## src/rtl/btn_pos_ctl_pkg.sv

```systemverilog
// Shared types and constants for the button-driven position controller.
// Holds the axis FSM encoding and the saturating step helper.
package btn_pos_ctl_pkg;

  localparam int POS_W = 10;
  localparam int CNT_W = 6;
  localparam int DEB_W = 4;

  typedef enum logic [1:0] {
    ST_IDLE   = 2'd0,
    ST_HOLD   = 2'd1,
    ST_REPEAT = 2'd2
  } axis_st_e;

  // Extra carry bit on the up path so an overflow past the clamp cannot wrap.
  function automatic logic [POS_W-1:0] sat_step(input logic [POS_W-1:0] pos,
                                                input logic             up,
                                                input logic [POS_W-1:0] step,
                                                input logic [POS_W-1:0] lim);
    logic [POS_W:0] sum;
    sum = {1'b0, pos} + {1'b0, step};
    if (up) return (sum > {1'b0, lim}) ? lim : sum[POS_W-1:0];
    return (pos < step) ? '0 : pos - step;
  endfunction

endpackage

```

## src/rtl/btn_axis_step.sv

```systemverilog
// One axis: two tick-paced button debouncers, the auto-repeat FSM and the
// saturating position register.
//
// state     | meaning
// ----------|------------------------------------------------------------
// ST_IDLE   | no direction held; the first debounced direction steps once
// ST_HOLD   | counting down the initial delay before auto-repeat starts
// ST_REPEAT | stepping every REPEAT_RATE ticks while the direction holds
module btn_axis_step
  import btn_pos_ctl_pkg::*;
#(
  parameter logic [POS_W-1:0] MAX          = 10'd639,
  parameter logic [POS_W-1:0] INIT         = 10'd0,
  parameter logic [POS_W-1:0] STEP         = 10'd1,
  parameter int               DEB_FRAMES   = 2,
  parameter int               REPEAT_DELAY = 24,
  parameter int               REPEAT_RATE  = 4
) (
  input  logic             px_clk,
  input  logic             reset,
  input  logic             tick,
  input  logic             raw_up,
  input  logic             raw_dn,
  output logic [POS_W-1:0] pos,
  output logic             active
);

  localparam logic [DEB_W-1:0] DEB_LAST = DEB_W'(DEB_FRAMES - 1);
  localparam logic [CNT_W-1:0] DELAY_LD = CNT_W'(REPEAT_DELAY);
  localparam logic [CNT_W-1:0] RATE_LD  = CNT_W'(REPEAT_RATE);

  axis_st_e              state;
  logic [CNT_W-1:0]      cnt;
  logic                  held_up;
  logic [1:0]            raw, deb, deb_nxt;
  logic [1:0][DEB_W-1:0] dcnt, dcnt_nxt;
  logic                  dir_up, dir_dn, dir_same;

  assign raw = {raw_dn, raw_up};

  always_comb begin
    deb_nxt  = deb;
    dcnt_nxt = dcnt;
    if (tick) begin
      for (int i = 0; i < 2; i++) begin
        if (raw[i] == deb[i]) begin
          dcnt_nxt[i] = '0;
        end else if (dcnt[i] == DEB_LAST) begin
          deb_nxt[i]  = ~deb[i];
          dcnt_nxt[i] = '0;
        end else begin
          dcnt_nxt[i] = dcnt[i] + DEB_W'(1);
        end
      end
    end
  end

  // The FSM sees the debounced levels as they update on this same tick.
  assign dir_up   = deb_nxt[0] & ~deb_nxt[1];
  assign dir_dn   = deb_nxt[1] & ~deb_nxt[0];
  assign dir_same = held_up ? dir_up : dir_dn;
  assign active   = (state != ST_IDLE);

  always_ff @(posedge px_clk) begin
    if (reset) begin
      state   <= ST_IDLE;
      cnt     <= '0;
      held_up <= 1'b0;
      pos     <= INIT;
      deb     <= '0;
      dcnt    <= '0;
    end else begin
      deb  <= deb_nxt;
      dcnt <= dcnt_nxt;
      if (tick) begin
        case (state)
          ST_IDLE: begin
            if (dir_up | dir_dn) begin
              pos     <= sat_step(pos, dir_up, STEP, MAX);
              held_up <= dir_up;
              cnt     <= DELAY_LD;
              state   <= ST_HOLD;
            end
          end
          ST_HOLD, ST_REPEAT: begin
            if (!dir_same) begin
              cnt   <= '0;
              state <= ST_IDLE;
            end else if (cnt == CNT_W'(1)) begin
              pos   <= sat_step(pos, held_up, STEP, MAX);
              cnt   <= RATE_LD;
              state <= ST_REPEAT;
            end else begin
              cnt <= cnt - CNT_W'(1);
            end
          end
          default: begin
            cnt   <= '0;
            state <= ST_IDLE;
          end
        endcase
      end
    end
  end

endmodule

```

## src/rtl/btn_pos_ctl.sv

```systemverilog
// Button-driven x/y position controller: input synchronizers, end-of-frame
// tick detection and two independent axis steppers.
module btn_pos_ctl
  import btn_pos_ctl_pkg::*;
#(
  parameter logic [POS_W-1:0] X_MAX        = 10'd639,
  parameter logic [POS_W-1:0] Y_MAX        = 10'd479,
  parameter logic [POS_W-1:0] X_INIT       = 10'd0,
  parameter logic [POS_W-1:0] Y_INIT       = 10'd0,
  parameter logic [POS_W-1:0] STEP         = 10'd1,
  parameter int               DEB_FRAMES   = 2,
  parameter int               REPEAT_DELAY = 24,
  parameter int               REPEAT_RATE  = 4
) (
  input  logic             px_clk,
  input  logic             reset,
  input  logic             endframe,
  input  logic             btn_x_up,
  input  logic             btn_x_down,
  input  logic             btn_y_up,
  input  logic             btn_y_down,
  output logic [POS_W-1:0] x_pos,
  output logic [POS_W-1:0] y_pos,
  output logic             moving
);

  // Bit order: {endframe, x_up, x_down, y_up, y_down}
  logic [4:0] sync1, sync2;
  logic       ef_prev;
  logic       tick;
  logic       x_act, y_act;

  always_ff @(posedge px_clk) begin
    if (reset) begin
      sync1   <= '0;
      sync2   <= '0;
      ef_prev <= 1'b0;
    end else begin
      sync1   <= {endframe, btn_x_up, btn_x_down, btn_y_up, btn_y_down};
      sync2   <= sync1;
      ef_prev <= sync2[4];
    end
  end

  assign tick   = sync2[4] & ~ef_prev;
  assign moving = x_act | y_act;

  btn_axis_step #(
    .MAX(X_MAX), .INIT(X_INIT), .STEP(STEP), .DEB_FRAMES(DEB_FRAMES),
    .REPEAT_DELAY(REPEAT_DELAY), .REPEAT_RATE(REPEAT_RATE)
  ) u_x_axis (
    .px_clk (px_clk),
    .reset  (reset),
    .tick   (tick),
    .raw_up (sync2[3]),
    .raw_dn (sync2[2]),
    .pos    (x_pos),
    .active (x_act)
  );

  btn_axis_step #(
    .MAX(Y_MAX), .INIT(Y_INIT), .STEP(STEP), .DEB_FRAMES(DEB_FRAMES),
    .REPEAT_DELAY(REPEAT_DELAY), .REPEAT_RATE(REPEAT_RATE)
  ) u_y_axis (
    .px_clk (px_clk),
    .reset  (reset),
    .tick   (tick),
    .raw_up (sync2[1]),
    .raw_dn (sync2[0]),
    .pos    (y_pos),
    .active (y_act)
  );

endmodule

```

## config.mk

```make
export PLATFORM = sky130hd
export DESIGN_NAME = btn_pos_ctl
export DESIGN_NICKNAME = d
export VERILOG_FILES = /design/src/rtl/btn_pos_ctl_pkg.sv /design/src/rtl/btn_axis_step.sv /design/src/rtl/btn_pos_ctl.sv
export SDC_FILE = /design/constraint.sdc
export NUM_CORES = 1
export LEC_CHECK = 0
export BUFFER_PORTS_ARGS = -buffer_cell sky130_fd_sc_hd__clkbuf_2
export CORE_MARGIN = 3
export CORE_UTILIZATION = 48
export CTS_CLUSTER_SIZE = 28
export DETAILED_ROUTE_END_ITERATION = 6
export GPL_TIMING_DRIVEN = 0
export PLACE_DENSITY_LB_ADDON = 0.12
export REMOVE_ABC_BUFFERS = 1
export SYNTH_ARGS = -nofsm -noshare
export SYNTH_HDL_FRONTEND = slang
export SYNTH_SLANG_ARGS = --single-unit
```

## constraint.sdc

```tcl
create_clock -name px_clk -period 2.6 [get_ports px_clk]
set_input_delay 0.78 -clock px_clk [delete_from_list [all_inputs] [get_ports px_clk]]
set_output_delay 0.78 -clock px_clk [all_outputs]
set_load 0.05 [all_outputs]
```

### Word-level counts from Yosys, hierarchy flattened

Index checks and enable logic that the tools add are counted.

| operators by class | value |
|---|---|
| mux-type cells | 78 |
| multipliers | 0 |
| add/sub/neg operators | 10 |
| magnitude comparators | 4 |
| reductions and logical operators | 16 |
| shift operators | 0 |
| div/mod/pow operators | 0 |
| equal/unequal tests | 22 |
| bitwise operators | 17 |

Operator list:

| operator | count |
|---|---|
| $mux W10 | 18 |
| $pmux W10 S2 | 2 |
| $mux W6 | 6 |
| $mux W1 | 32 |
| $mux W4 | 8 |
| $pmux W6 S2 | 2 |
| $add A10 B1 Y11 const B | 2 |
| $lt A10 B1 Y1 const B | 2 |
| $sub A10 B1 Y10 const B | 2 |
| $add A4 B1 Y4 const B | 4 |
| $eq A4 B1 Y1 const B | 4 |
| $mux W2 | 8 |
| $eq A6 B1 Y1 const B | 2 |
| $ne A2 B1 Y1 const B | 6 |
| $reduce_and A3 Y1 | 4 |
| $sub A6 B1 Y6 const B | 2 |
| $gt A11 B10 Y1 const B | 1 |
| $gt A11 B9 Y1 const B | 1 |
| $reduce_and A5 Y1 | 2 |
| $not A1 Y1 | 9 |
| $pmux W2 S2 | 2 |
| $reduce_bool A2 Y1 | 4 |
| $ne A3 B3 Y1 const B | 2 |
| $and A1 B1 Y1 | 5 |
| 7 further kinds | 17 |

| word-level totals | value |
|---|---|
| memories kept | 0 |
| latch bits | 0 |
| bits in writable memories | 0 |
| bits of input ports | 7 |
| output and inout port bits | 21 |
| logic and storage cells | 164 |
| flip-flop bits (word level) | 69 |
| memory bits (read-only) | 0 |

### Logic depth before layout (Yosys ltp)

| depth | value |
|---|---|
| word-level depth | 15 |
| gate-level depth with buffers | 14 |
| mapped depth without buffers | 13 |

### Cells and area by module

Synthesis repeated with hierarchy kept, for this count alone.

| second synthesis, totals | value |
|---|---|
| cell total of the unflattened synthesis | 556 |
| area total of the unflattened synthesis | 4,451.8 µm² |

Modules (own cells, without submodules):

| module | cells each | sequential area each (µm²) | area an instance (µm²) | times used |
|---|---|---|---|---|
| btn_axis_step at u_x_axis | 275 | 580.6 | 2,122.0 | 1 |
| btn_axis_step at u_y_axis | 256 | 580.6 | 1,979.4 | 1 |
| btn_pos_ctl | 25 | 220.2 | 350.3 | 1 |

### Worst setup path before layout

Ideal clock, no wire load.

| path | value |
|---|---|
| path type | reg-to-reg |
| start point | register u_y_axis.pos[0] |
| end point | register u_y_axis.pos[4] |
| arrival time | 2.606 ns |
| cell stages (with the launch flop) | 10 |
| data required time | 2.505 ns |
| clock period less this slack | 2.701 ns |
| buffers on the path | 2 |
| path slack | -0.101 ns |
| library setup time | 0.095 ns |
| path through | dfxtp_1 > buf_2 > clkbuf_1 > inv_1 > ha_1 > nor3b_2 > a31oi_1 > nand2_1 > a31o_2 > a221oi_1 |

| between the ends | value |
|---|---|
| cells in the longest elaborated chain, start to end | 8 |
| elaborated cells on any way between the ends | 14 |
| those cells by class | add/sub (2); order compare (2); mux (10) |

RTL lines:

| item | line | RTL |
|---|---|---|
| start: declaration | btn_axis_step.sv:24 | `output logic [POS_W-1:0] pos,` |
| start signal: assignment | btn_axis_step.sv:79 | `pos <= sat_step(pos, dir_up, STEP, MAX);` |
| start signal: assignment | btn_axis_step.sv:90 | `pos <= sat_step(pos, held_up, STEP, MAX);` |
| $add A10 B1 Y11 | btn_pos_ctl_pkg.sv:21 | `sum = {1'b0, pos} + {1'b0, step};` |
| $gt A11 B9 Y1 | btn_pos_ctl_pkg.sv:22 | `if (up) return (sum > {1'b0, lim}) ? lim : sum[POS_W-1:0];` |
| $mux W10 (2 in series) | btn_pos_ctl_pkg.sv:22 |  |
| $mux W10 | btn_pos_ctl_pkg.sv:23 | `return (pos < step) ? '0 : pos - step;` |
| $mux W10 | btn_axis_step.sv:89 | `end else if (cnt == CNT_W'(1)) begin` |
| $mux W10 | btn_axis_step.sv:86 | `if (!dir_same) begin` |
| $pmux W10 S2 (*) | btn_axis_step.sv:76 | `case (state)` |

Mark *: on every way between the ends. The rest lies on a longest branch, timed or not. The select of a mux whose other input is x is not followed.
A chain may end at the register's enable or synchronous reset.

### Worst setup path after layout

| path | value |
|---|---|
| start point | register u_y_axis.dcnt[1] (netlist bit) |
| end point | register u_y_axis.pos[2] |

| between the ends | value |
|---|---|
| cells in the longest elaborated chain, start to end | 13 |
| elaborated cells on any way between the ends | 20 |
| those cells by class | eq/ne (3); mux (12); bitwise (4); reduce/logical (1) |

RTL lines:

| item | line | RTL |
|---|---|---|
| start: declaration | btn_axis_step.sv:36 | `logic [1:0][DEB_W-1:0] dcnt, dcnt_nxt;` |
| start signal: assignment | btn_axis_step.sv:74 | `dcnt <= dcnt_nxt;` |
| $eq A4 B1 Y1 (*) | btn_axis_step.sv:48 | `end else if (dcnt[i] == DEB_LAST) begin` |
| $mux W1 (*) | btn_axis_step.sv:48 |  |
| $mux W1 (*) | btn_axis_step.sv:46 | `if (raw[i] == deb[i]) begin` |
| $mux W2 (*) | btn_axis_step.sv:44 | `if (tick) begin` |
| via u_y_axis.deb_nxt[0] | btn_axis_step.sv:35 | `logic [1:0] raw, deb, deb_nxt;` |
| $and A1 B1 Y1 (*) | btn_axis_step.sv:59 | `assign dir_up = deb_nxt[0] & ~deb_nxt[1];` |
| via u_y_axis.dir_up | btn_axis_step.sv:37 | `logic dir_up, dir_dn, dir_same;` |
| $mux W1 | btn_pos_ctl_pkg.sv:22 |  |
| $mux W1 | btn_axis_step.sv:78 | `if (dir_up \| dir_dn) begin` |
| $mux W1 | btn_axis_step.sv:76 |  |
| $mux W1 | btn_axis_step.sv:75 | `if (tick) begin` |
| $mux W1 | btn_axis_step.sv:65 | `if (reset) begin` |
| $mux W10 | btn_pos_ctl_pkg.sv:23 |  |
| $mux W10 | btn_axis_step.sv:78 |  |
| $pmux W10 S2 | btn_axis_step.sv:76 |  |

The timed path passes the listed nets; every way through them passes the cells marked *. The select of a mux whose other input is x is not followed.

==> impl_metrics.json <==
{
  "p_leak_nw": 1.999,
  "num_antenna_cells": 0,
  "cts_buffer_depth": 2,
  "synth_cell_types": 65,
  "ys_ff_latch": 69,
  "grt_max_degree": 70,
  "viasPerCell": 5.906,
  "wl_per_cell_um": 15.24,
  "worst-path-buf-inv": 2,
  "syn2layout_area_growth_pct": 22.99,
  "fmax_ghz": 0.3970,
  "seq_area_um2": 1400,
  "drv_cap": 0,
  "syn_area_per_cell_um2": 7.751,
  "yosys.area_share.xor_xnor": 0.02338,
  "setup_tns_ns": 0,
  "path_clk_slew_ns": 0.08,
  "wl_um": 11170,
  "wl_met3_um": 396,
  "drtPass1Iterations": 5,
  "crit_type": "flip-flop to flip-flop",
  "cts_tree": "yes",
  "dieWidth_um": 102.8,
  "slew_headroom": 0.2726,
  "rsz0062_at_grt": "true",
  "synth_edf_count": 0,
  "antenna_found_initial": 0,
  "clock_sink_count": 69,
  "highest_layer": "met4",
  "synthSimpleGateAreaFrac": 0.2817,
  "crit_chain": "inv_2 > ha_4 > nor3b_4 > nand2_2 > mux2i_4 > inv_2 > ha_4 > mux2i_4 > nand4b_1 > a21o_1 > a21o_1 > a21oi_4 > a211oi_2",
  "path_delay_family": "compound AO/OA/AOI/OAI gates",
  "tightest_slew_ns": 1.091,
  "worstPathRequired_ns": 2.81,
  "numPortBuffers": 27,
  "finalCriticalPeriod_ns": 2.519,
  "holdBufCountCts": 0,
  "synth_warnings": 0,
  "drive_gt1_frac": 0.2480,
  "grt_overflow": 0,
  "post-route-util": 0.6219,
  "fillers": 756,
  "grt_pass1_wl_um": 18060,
  "hold_violations": 0,
  "status": "completed",
  "cp.arrival_ns": 2.73,
  "muxShareOfSynthArea": 0.04119,
  "ios": 28,
  "wl_met1_um": 5211,
  "power_density_nw_per_um2": 384.9,
  "drc": 0,
  "clk_latency_ns": 0.35,
  "multi_input_area_um2": 3242,
  "worst_ir_drop_vdd_mv": 0.3013,
  "met2_length_um": 5453,
  "vias": 4329,
  "maxSlewViolCount": 0,
  "cts_max_level": 3,
  "skew_ns": 0.009395,
  "holdPathStages": 1,
  "critPathSlowestCell": "dfxtp_2",
  "dp_hpwl_um": 6748,
  "async_reset_ff_frac": 0,
  "drt_iter0_drc": 230,
  "cts_inserted_buffers": 9,
  "synth_fa_ha_area_frac": 0.07515,
  "endpoint_kind": "flip-flop",
  "ant_nets": 0,
  "slowest_delay_ns": 0.32,
  "start_util": 0.5056,
  "hp-class": "flip-flop to flip-flop",
  "total_power_w": 0.002128,
  "die_h_um": 102.8,
  "cp_max_fo": 4,
  "cp.depth": 13,
  "netlist_instances": 580,
  "reg2reg_depth": 13,
  "netlist_area_um2": 4496,
  "hold_ws_ns": 0.4437,
  "min_period_over_period": 0.9688,
  "setup_slack_ns": 0.08116,
  "cts_root_buffer": "clkbuf_8",
  "grt_pass1_vias": 3914,
  "synth_top_family_by_area": "simple AND/OR/NAND/NOR gates",
  "startpoint_type": "flip-flop",
  "post-place-ws_ns": -0.8967,
  "gp_congestion": 0.8059,
  "ys.flop_type": "dfxtp_1",
  "dieArea_um2": 10560,
  "nets": 654,
  "num_rows": 34,
  "synth_compound_area_frac": 0.2093,
  "seq_area_frac_synth": 0.3073,
  "coreArea_um2": 8891,
  "grt_util_all_layers": 0.2109,
  "finalSetupViolations": 0
}
## sequential cells by signal, summed over array words and instances (netlist names)
signal,count
u_x_axis.cnt,6
u_y_axis.dcnt,8
u_y_axis.state,2
u_y_axis.cnt,6
u_x_axis.pos,10
u_y_axis.held_up,1
sync1,5
ef_prev,1
u_x_axis.held_up,1
u_x_axis.state,2
u_y_axis.deb,2
u_x_axis.deb,2
u_x_axis.dcnt,8
u_y_axis.pos,10
sync2,5
## metrics by stage
| step | instances | area, um2 |
|---|---|---|
| detailed placement | 680 | 4599 |
| floorplan | 545 | 4329 |
| global route | 733 | 5529 |
| global placement | 680 | 4599 |
| finish | 733 | 5529 |
| CTS | 719 | 5205 |
## power breakdown
| part | internal [W] | leakage [nW] | switching (W) |
|---|---|---|---|
| logic | 0.0000216 | 1.33 | 0.0000375 |
| registers | 0.00106 | 0.565 | 0.00000523 |
| clock network | 0.000568 | 0.106 | 0.000432 |
| total | 0.00165 | 2.00 | 0.000475 |
## final timing paths
path,startpoint,endpoint,slack [ns]
max reg2reg,u_y_axis.dcnt[1]$_SDFFE_PP0P_,u_y_axis.pos[2]$_SDFFE_PP0P_,0.08
min,sync1[3]$_SDFF_PP0_,sync2[3]$_SDFF_PP0_,0.44
max,u_y_axis.dcnt[1]$_SDFFE_PP0P_,u_y_axis.pos[2]$_SDFFE_PP0P_,0.08
min reg2reg,sync1[3]$_SDFF_PP0_,sync2[3]$_SDFF_PP0_,0.44
## final cells by class
cell class	instances	share of cell area
Sequential cell	69	0.2532
Tap cell	108	0.02444
Timing Repair Buffer	62	0.07490
Clock inverter	5	0.01516
Inverter	30	0.02037
Clock buffer	11	0.02557
Multi-Input combinational cell	448	0.5863
## cell families after synthesis
group	Yosys count
muxes	18
DFF	69
adders and majority gates	27
xor gates and xnor gates	12
buffers and inverters	65
AOI/OAI and AO/OA	143
and+or+nand+nor	246
## cells in the final DEF, fill, tap and decap left out, types with 9 or more instances in the layout
cell,instances
nand3_1,10
nand3b_1,9
dfxtp_1,56
inv_1,26
clkbuf_2,26
nand2b_1,11
nor3_1,33
nor2b_1,17
a21oi_1,41
ha_1,20
o21ai_0,28
buf_4,33
nor2_1,56
nand2_1,50
dfxtp_2,12
clkbuf_8,10
## layer usage
metal  GRT usage  vias to the layer above
met1      0.2753                     2066
met5           0                        -
met3     0.04195                       11
met4     0.07669                        0
li1            -                     2173
met2      0.3466                       79
## Yosys cell counts (all sizes together), types with 5 or more instances
| cell type | instances | share of area |
|---|---|---|
| nand2 | 58 | 0.049 |
| nand4 | 8 | 0.011 |
| buf | 14 | 0.019 |
| nand3 | 12 | 0.016 |
| clkbuf | 21 | 0.018 |
| o21ai | 31 | 0.035 |
| nand3b | 9 | 0.015 |
| nor4 | 8 | 0.011 |
| a21o | 5 | 0.0084 |
| nand2b | 11 | 0.015 |
| inv | 30 | 0.025 |
| nor2b | 18 | 0.025 |
| nor2 | 56 | 0.047 |
| ha | 27 | 0.075 |
| o31ai | 7 | 0.015 |
| a21oi | 47 | 0.052 |
| a211oi | 9 | 0.016 |
| xor2 | 5 | 0.0097 |
| nor3b | 8 | 0.014 |
| xnor2 | 7 | 0.014 |
| mux2i | 14 | 0.031 |
| or3 | 6 | 0.0095 |
| nor3 | 36 | 0.040 |
| dfxtp | 69 | 0.31 |
## timing repair
action | in CTS | in global routing
endpoints found under the setup margin | 37 | 27
pin swaps | 9 | 15
setup buffers | 22 | 12
cloned | 1 | 1
resized for setup | 54 | 40
Note: power is estimated with default switching activity, not from simulation.
